==> src/rtl/rpn_pkg.sv <==
// rtl/rpn_pkg.sv - shared constants, state types and power-of-ten table for the RPN UART computer
package rpn_pkg;

    localparam int DEFAULT_CLKS_PER_BIT = 1085;
    localparam int BUF_DEPTH            = 7;
    localparam int NUM_POWERS           = 5;

    localparam logic [7:0] CH_MINUS = 8'h2D;
    localparam logic [7:0] CH_ZERO  = 8'h30;
    localparam logic [7:0] CH_E     = 8'h45;
    localparam logic [7:0] CH_LF    = 8'h0A;

    typedef enum logic [2:0] {
        ST_IDLE,
        ST_LOADERR,
        ST_CONV,
        ST_TERM,
        ST_SEND
    } tx_state_t;

    typedef enum logic [1:0] {
        BT_IDLE,
        BT_START,
        BT_DATA,
        BT_STOP
    } byte_state_t;

    function automatic logic [15:0] pow10(input logic [2:0] idx);
        case (idx)
            3'd0:    return 16'd10000;
            3'd1:    return 16'd1000;
            3'd2:    return 16'd100;
            3'd3:    return 16'd10;
            default: return 16'd1;
        endcase
    endfunction

endpackage

==> src/rtl/uart_tx_byte.sv <==
// rtl/uart_tx_byte.sv - 8N1 byte serializer with registered tx and back-to-back chaining
module uart_tx_byte
    import rpn_pkg::*;
#(
    parameter int CLKS_PER_BIT = DEFAULT_CLKS_PER_BIT
) (
    input  logic       clk,
    input  logic       rst,
    input  logic [7:0] data,
    input  logic       start,
    output logic       tx,
    output logic       done
);

    localparam int CW = (CLKS_PER_BIT > 1) ? $clog2(CLKS_PER_BIT) : 1;

    byte_state_t   state, state_next;
    logic [CW-1:0] baud_cnt;
    logic [2:0]    bit_idx;
    logic [7:0]    shreg;
    logic          tick;
    logic          load;

    assign tick = (baud_cnt == CW'(CLKS_PER_BIT - 1));

    always_ff @(posedge clk or posedge rst) begin
        if (rst) state <= BT_IDLE;
        else     state <= state_next;
    end

    always_comb begin
        state_next = state;
        case (state)
            BT_IDLE:  if (start) state_next = BT_START;
            BT_START: if (tick) state_next = BT_DATA;
            BT_DATA:  if (tick && bit_idx == 3'd7) state_next = BT_STOP;
            BT_STOP:  if (tick) state_next = start ? BT_START : BT_IDLE;
            default:  state_next = BT_IDLE;
        endcase
    end

    // A start seen in the done cycle reloads immediately, so the next start bit has no gap.
    always_comb begin
        done = (state == BT_STOP) && tick;
        load = start && ((state == BT_IDLE) || done);
    end

    always_ff @(posedge clk or posedge rst) begin
        if (rst) begin
            baud_cnt <= '0;
            bit_idx  <= 3'd0;
            shreg    <= 8'd0;
            tx       <= 1'b1;
        end else if (load) begin
            baud_cnt <= '0;
            bit_idx  <= 3'd0;
            shreg    <= data;
            tx       <= 1'b0;
        end else if (state != BT_IDLE) begin
            baud_cnt <= tick ? '0 : baud_cnt + 1'b1;
            if (tick) begin
                case (state)
                    BT_START: tx <= shreg[0];
                    BT_DATA: begin
                        if (bit_idx == 3'd7) begin
                            tx <= 1'b1;
                        end else begin
                            tx      <= shreg[1];
                            shreg   <= {1'b0, shreg[7:1]};
                            bit_idx <= bit_idx + 3'd1;
                        end
                    end
                    default: tx <= 1'b1;
                endcase
            end
        end
    end

endmodule

==> src/rtl/rpn_result_tx.sv <==
// rtl/rpn_result_tx.sv - converts a signed 16-bit result to a decimal ASCII line and sends it over UART
module rpn_result_tx
    import rpn_pkg::*;
#(
    parameter int CLKS_PER_BIT = DEFAULT_CLKS_PER_BIT
) (
    input  logic        clk,
    input  logic        rst,
    input  logic        result_valid,
    output logic        result_ready,
    input  logic [15:0] result,
    input  logic        result_err,
    output logic        tx,
    output logic        busy
);

    tx_state_t   state, state_next;
    logic [15:0] mag;
    logic [2:0]  pow_idx;
    logic [3:0]  digit;
    logic        started;
    logic [7:0]  line_buf [0:BUF_DEPTH-1];
    logic [2:0]  len;
    logic [2:0]  send_idx;
    logic        kick;

    logic        take;
    logic [15:0] pow;
    logic        mag_ge;
    logic        last_pow;
    logic        store_digit;
    logic        last_byte;
    logic        byte_start;
    logic        byte_done;
    logic [7:0]  byte_data;
    logic [2:0]  sel;

    assign take        = result_valid && result_ready;
    assign pow         = pow10(pow_idx);
    assign mag_ge      = (mag >= pow);
    assign last_pow    = (pow_idx == 3'(NUM_POWERS - 1));
    assign store_digit = started || (digit != 4'd0) || last_pow;
    assign last_byte   = (send_idx == len - 3'd1);

    always_ff @(posedge clk or posedge rst) begin
        if (rst) state <= ST_IDLE;
        else     state <= state_next;
    end

    always_comb begin
        state_next = state;
        case (state)
            ST_IDLE:    if (take) state_next = result_err ? ST_LOADERR : ST_CONV;
            ST_LOADERR: state_next = ST_TERM;
            ST_CONV:    if (!mag_ge && last_pow) state_next = ST_TERM;
            ST_TERM:    state_next = ST_SEND;
            ST_SEND:    if (byte_done && last_byte) state_next = ST_IDLE;
            default:    state_next = ST_IDLE;
        endcase
    end

    // kick launches the first byte; later bytes chain off the serializer's done pulse.
    always_comb begin
        result_ready = (state == ST_IDLE);
        busy         = (state != ST_IDLE);
        byte_start   = (state == ST_SEND) && (kick || (byte_done && !last_byte));
        sel          = kick ? send_idx : send_idx + 3'd1;
        byte_data    = (sel < 3'(BUF_DEPTH)) ? line_buf[sel] : CH_LF;
    end

    always_ff @(posedge clk or posedge rst) begin
        if (rst) begin
            mag      <= 16'd0;
            pow_idx  <= 3'd0;
            digit    <= 4'd0;
            started  <= 1'b0;
            len      <= 3'd0;
            send_idx <= 3'd0;
            kick     <= 1'b0;
            for (int i = 0; i < BUF_DEPTH; i++) line_buf[i] <= 8'd0;
        end else begin
            case (state)
                ST_IDLE: begin
                    if (take) begin
                        pow_idx  <= 3'd0;
                        digit    <= 4'd0;
                        started  <= 1'b0;
                        send_idx <= 3'd0;
                        if (!result_err && result[15]) begin
                            line_buf[0] <= CH_MINUS;
                            len         <= 3'd1;
                            mag         <= 16'd0 - result;
                        end else begin
                            len <= 3'd0;
                            mag <= result;
                        end
                    end
                end
                ST_LOADERR: begin
                    line_buf[len] <= CH_E;
                    len           <= len + 3'd1;
                end
                ST_CONV: begin
                    if (mag_ge) begin
                        mag   <= mag - pow;
                        digit <= digit + 4'd1;
                    end else begin
                        if (store_digit) begin
                            line_buf[len] <= CH_ZERO + {4'd0, digit};
                            len           <= len + 3'd1;
                        end
                        if (digit != 4'd0) started <= 1'b1;
                        digit   <= 4'd0;
                        pow_idx <= pow_idx + 3'd1;
                    end
                end
                ST_TERM: begin
                    line_buf[len] <= CH_LF;
                    len           <= len + 3'd1;
                    kick          <= 1'b1;
                end
                ST_SEND: begin
                    kick <= 1'b0;
                    if (byte_start && !kick) send_idx <= send_idx + 3'd1;
                end
                default: ;
            endcase
        end
    end

    uart_tx_byte #(
        .CLKS_PER_BIT(CLKS_PER_BIT)
    ) u_byte (
        .clk   (clk),
        .rst   (rst),
        .data  (byte_data),
        .start (byte_start),
        .tx    (tx),
        .done  (byte_done)
    );

endmodule

==> config.mk <==
export PLATFORM = sky130hd
export DESIGN_NAME = rpn_result_tx
export DESIGN_NICKNAME = d
export VERILOG_FILES = /design/src/rtl/rpn_pkg.sv /design/src/rtl/uart_tx_byte.sv /design/src/rtl/rpn_result_tx.sv
export SDC_FILE = /design/constraint.sdc
export NUM_CORES = 1
export LEC_CHECK = 0
export CAP_MARGIN = 20
export CORE_AREA = 2 2 107 109
export CTS_BUF_LIST = sky130_fd_sc_hd__clkbuf_4 sky130_fd_sc_hd__clkbuf_8
export DETAILED_ROUTE_END_ITERATION = 16
export DIE_AREA = 0 0 109 111
export GPL_ROUTABILITY_DRIVEN = 0
export PLACE_DENSITY = 0.82
export SKIP_CTS_REPAIR_TIMING = 1
export SLEW_MARGIN = 20
export SYNTH_ARGS = -nofsm -noshare
export SYNTH_HDL_FRONTEND = slang
export SYNTH_SLANG_ARGS = --single-unit
==> constraint.sdc <==
create_clock -name clk -period 4.58 [get_ports clk]
set_input_delay 0.916 -clock clk [delete_from_list [all_inputs] [get_ports clk]]
set_output_delay 0.916 -clock clk [all_outputs]
set_load 0.01 [all_outputs]
Word level (Yosys, flattened, before mapping)
Cells that the tools add are included.
- register bits after elaboration: 115
- bits of input ports: 20
- output and inout bits: 3
- add/subtract/negate cells: 10
- $lt $le $gt $ge: 5
- eq/ne operators: 28
- mux-type cells: 66
- bitwise operators: 8
- reduce and logical (&&, ||, !) cells: 47
- operators with widths (kind ; count):
    case mux 48 bit (3 select lines) ; 1
    two-way mux 56 bit ; 2
    two-way mux 8 bit ; 11
    bitwise mux 56 bit ; 1
    case mux 14 bit (4 select lines) ; 1
    two-way mux 16 bit ; 3
    two-way mux 3 bit ; 15
    bitwise AND 42 bit ; 1
    NOT 42 bit ; 1
    bitwise AND 35 bit ; 1
    NOT 35 bit ; 1
    two-way mux 11 bit ; 3
    case mux 16 bit (2 select lines) ; 1
    case mux 8 bit (4 select lines) ; 1
    binary-select mux 8 bit (select 3 bit) ; 1
    demux 8 bit (select 3 bit) ; 1
    bitwise OR 21 bit ; 1
    >= comparator 16 bit ; 1
    AND reduction 4 bit ; 4
    subtractor 1 x 16 -> 16 bit, first input constant ; 1
    subtractor 16 bit ; 1
    case mux 3 bit (5 select lines) ; 1
    AND reduction 3 bit ; 5
    inequality test 2 x 1 -> 1 bit, second input constant ; 7
    37 further kinds ; 98

Longest topological paths before layout
- depth after elaboration: 9
- gate-level depth with buffers: 15
- depth with buffers taken out: 14

By module
A second synthesis with hierarchy kept.
- cells, all modules: 697
- area total of the unflattened synthesis: 7134.3 sq um
- modules (own cells, without submodules) (module ; times used ; cells an instance ; area each (sq um) ; sequential area each (sq um)):
    rpn_result_tx ; 1 ; 556 ; 5651.7 ; 2252.2
    uart_tx_byte ; 1 ; 141 ; 1482.7 ; 626.9

Worst setup path before layout
No wires, ideal clock.
- path kind: reg2reg
- start: reg pow_idx[0]
- end: reg line_buf[24] (netlist bit)
- data arrival time: 3.210 ns
- setup slack: 1.245 ns
- stages on the path, launching flop included: 16
- path buffers: 1
- clock period less this slack: 3.335 ns
- cell sequence: dfrtp_1 inv_1 ha_1 o21ai_0 and3b_1 ha_1 inv_1 fa_1 nand3_1 a31oi_1 o21ai_1 a21oi_2 buf_6 nand3b_4 nor3_4 mux2_2
- longest elaborated chain between the ends: 5
- elaborated cells between the ends (all ways): 11
- ends and longest elaborated chain (item ; line ; source):
    start, declared ; rpn_result_tx.sv:19 ; logic [2:0] pow_idx;
    start signal, assigned ; rpn_result_tx.sv:114 ; pow_idx <= pow_idx + 3'd1;
    equality test 3 x 2 -> 1 bit (tied with other cells) ; rpn_pkg.sv:29 ; case (idx)
    case mux 14 bit (4 select lines) ; rpn_pkg.sv:29 ;
    >= comparator 16 bit ; rpn_result_tx.sv:40 ; assign mag_ge = (mag >= pow);
    inequality test 2 bit (no source line) ; -- ;
    AND reduction 3 bit (no source line) (*) ; -- ;
    end signal, assigned by index ; rpn_result_tx.sv:109 ; line_buf[len] <= CH_ZERO + {4'd0, digit};
    end, declared ; rpn_result_tx.sv:22 ; logic [7:0] line_buf [0:BUF_DEPTH-1];
Every way passes the cells marked *; elsewhere a longest branch is shown, timed or not.
A chain may end at the register's enable or synchronous reset.

==> reports/results.tsv <==
stage	metric	value	unit
timing	setup repair after global routing missed its margin	false	
detailed_routing	drt first pass iters	5	
cts	clk slew on worst S/H paths	0.09	ns
synth	EDFF count, synth	0	
power_and_ir_drop	power consumption	1950	uW
timing	Final Skew	0.0192	ns
grt	vias in the first global route	5343	
grt	initial antenna violation count	0	
finish	commonest non-fill, non-tap cells in the layout	113 x dfrtp_1, 75 x nand2_1, 69 x o21ai_0	
grt	first-pass GRT wire length	25900	microns
synth	Seq/Total Area, Yosys	41.3	%
finish	commonest non-fill, non-tap cell in the layout	dfrtp_1	
setup_path	crit path capture type	flop	
finish	post-route insts no fill	888	
timing	Max Slew Vio Count	0	
cts	Num CTS Buffers	17	
synth	area share of the largest cell type after synthesis	40.9	%
detailed_routing	mean number of vias per cell	6.24	
timing	Tcrit/Tclk final	89.6	%
detailed_routing	WL final	15500	microns
grt	largest net degree at the start of global routing	94	
floorplanning	Row Count	39	
outcome	outcome	finished, final reports clean	
power_and_ir_drop	peak supply drop	0.232	mV
place	Detail Placement HPWL	10800	microns
cts	htree depth	4	
setup_path	Critical Path AT	4.43	ns
detailed_routing	number of DRC markers in iteration 0	539	
synth	ys async rst share	100	%
floorplanning	core area	11100	sq um
setup_path	WS Path Type	reg -> reg	
synth	Synth area leaders	dfrtp_1 41%, mux2_2 7.0%, ha_1 5.8%	
synth	Yosys warning count	0	
finish	Area Overhead vs Synth	10.3	%
synth	post-synth cell types	72	
cts	CTS Root Cell	clkbuf_8	
finish	layout cells sized above 1	14.4	%
timing	final setup fails	0	
finish	Nets	785	
grt	Global Route Usage Sum	27.4	%
setup_path	Critical Path Start Type	flop	
floorplanning	IO Pins	23	
detailed_routing	Detail Route Antenna Nets	0	
cts	TritonCTS Sinks	114	
power_and_ir_drop	P_leak	0.00341	uW
synth	Syn Area/Cell	9.68	sq um
cts	clock latency on the worst-skew pair	0.46	ns
hold_path	class of the tightest hold or removal check	reg -> reg	
floorplanning	die span in y	111	microns
detailed_routing	# DRC	0	
synth	#FFs+latches synth	114	
synth	commonest register cell after synthesis	dfrtp_1	
floorplanning	Die Wd	109	microns
detailed_routing	Via Count	5545	
grt	grt ovf	0	
finish	Sequential Area	2850	sq um
flow_run	maxcap violations	0	
cts	CTS tree	yes	
cts	CTS max path bufs	2	
place	placed cells	856	
timing	fin crit period	4.11	ns
power_and_ir_drop	pwr dens	255	nW/um^2
timing	Final Hold Viols	0	
synth	Netlist Area Pre-Place	6910	sq um
floorplanning	die area	12100	sq um
timing	setup TNS	0	ns
timing	Relative slew margins	28.3	%
floorplanning	Initial Util	62.4	%
setup_path	reg2reg path depth	14	
place	IO Port Bufs	22	
setup_path	worst-path maximum fanout	11	
finish	fill cell count	801	
synth	Syn Nets	767	
setup_path	Req. time, crit path	4.91	ns
timing	Slew @ Worst Pin	1.06	ns
synth	post-synth top area cell	dfrtp_1	
timing	fmax	244	MHz
finish	multi-input logic area	3840	sq um
synth	Synth Instances	714	
detailed_routing	wire per inst	17.4	microns
finish	n_diodes	0	
hold_path	Worst Hold Depth	1	
## logic make-up after synthesis
kind of cell | after synthesis | synth area share [%]
buffers and inverters | 59 | 3.51
adder cells (fa/ha/maj) | 33 | 6.08
XOR/XNOR | 29 | 3.87
AND/OR/NAND/NOR | 231 | 17.2
AO/OA/AOI/OAI | 187 | 16.6
flip-flops | 114 | 41.3
multiplexers | 61 | 11.4
## flip-flops by register name, indices dropped and copies added, names as in the netlist, 2 cells and up, named ones only
signal           flops
digit                4
send_idx             3
pow_idx              3
u_byte.state         2
u_byte.baud_cnt     11
len                  3
line_buf            54
u_byte.bit_idx       3
u_byte.shreg         8
state                3
mag                 16
## path summary, 6_finish.rpt
kind | to | slack (ns) | startpoint
worst max-delay path | flop | 0.47 | pow_idx[0]
worst min-delay path | u_byte.baud_cnt[5] | 0.49 | u_byte.baud_cnt[5]
worst max register to register | flop | 0.47 | pow_idx[0]
worst min register to register | u_byte.baud_cnt[5] | 0.49 | u_byte.baud_cnt[5]
max in group asynchronous | mag[15] | 3.02 | rst
min in group asynchronous | mag[7] | 0.76 | rst
## worst max-delay path, stage by stage, from the launching register on
cell	delay, ns
dfrtp_1	0.44
inv_1	0.09
ha_1	0.23
o21ai_0	0.36
and3b_1	0.23
ha_1	0.15
inv_1	0.05
fa_1	0.40
nand3_1	0.16
a31oi_1	0.10
o21ai_1	0.37
a21oi_2	0.26
nand4b_4	0.27
or3_1	0.48
mux2_4	0.35
## power by group
| part | leakage [uW] | switching [uW] | internal (uW) |
|---|---|---|---|
| Sequential | 0.00144 | 0 | 1010 |
| Clock | 0.000171 | 450 | 415 |
| Combinational | 0.00179 | 44.3 | 31.6 |
| Total | 0.00341 | 494 | 1450 |
## per-stage QoR
| stage | hold WS [ns] | util, % | worst slack, ns | cell area, sq um |
|---|---|---|---|---|
| after CTS | 0.488 | 68.6 | 0.598 | 7600 |
| after detailed placement | 0.470 | 65.4 | 0.667 | 7240 |
| after global routing | 0.516 | 68.8 | 0.289 | 7620 |
| after global placement | 0.460 | 65.4 | 0.840 | 7240 |
| after floorplan | 0.437 | - | 0.650 | 6910 |
| final | 0.486 | 68.8 | 0.474 | 7620 |
## metal layers
metal  routed length (microns)  vias up  GRT usage [%]
met1                      7040     2739           38.4
met3                       856       18           6.88
met4                       173        0           8.46
met5                         0        -              0
met2                      7380      158           41.8
li1                          -     2630              -
## area by class of cell
type | count | share of cell area [%]
multi-input cells | 541 | 50.4
flip-flops and latches | 114 | 37.4
clock buffers | 21 | 3.63
repair buffers | 27 | 3.54
well taps | 143 | 2.35
inverters | 31 | 1.56
clock inverters | 11 | 1.08
## synth_stat cells (8+ instances only)
cell type / number
nand3_1: 26
clkbuf_1: 20
o21ai_0: 69
nor2b_1: 9
a31oi_1: 8
mux2i_1: 9
a21oi_1: 45
inv_1: 31
o31ai_1: 13
ha_1: 32
o211ai_1: 13
mux2_2: 43
xnor2_1: 14
nor3_1: 11
xor2_1: 14
and3_1: 8
or3_1: 8
nand2_1: 75
nand2b_1: 8
nor2_1: 49
dfrtp_1: 113
Power figures use the tool's default switching activity.
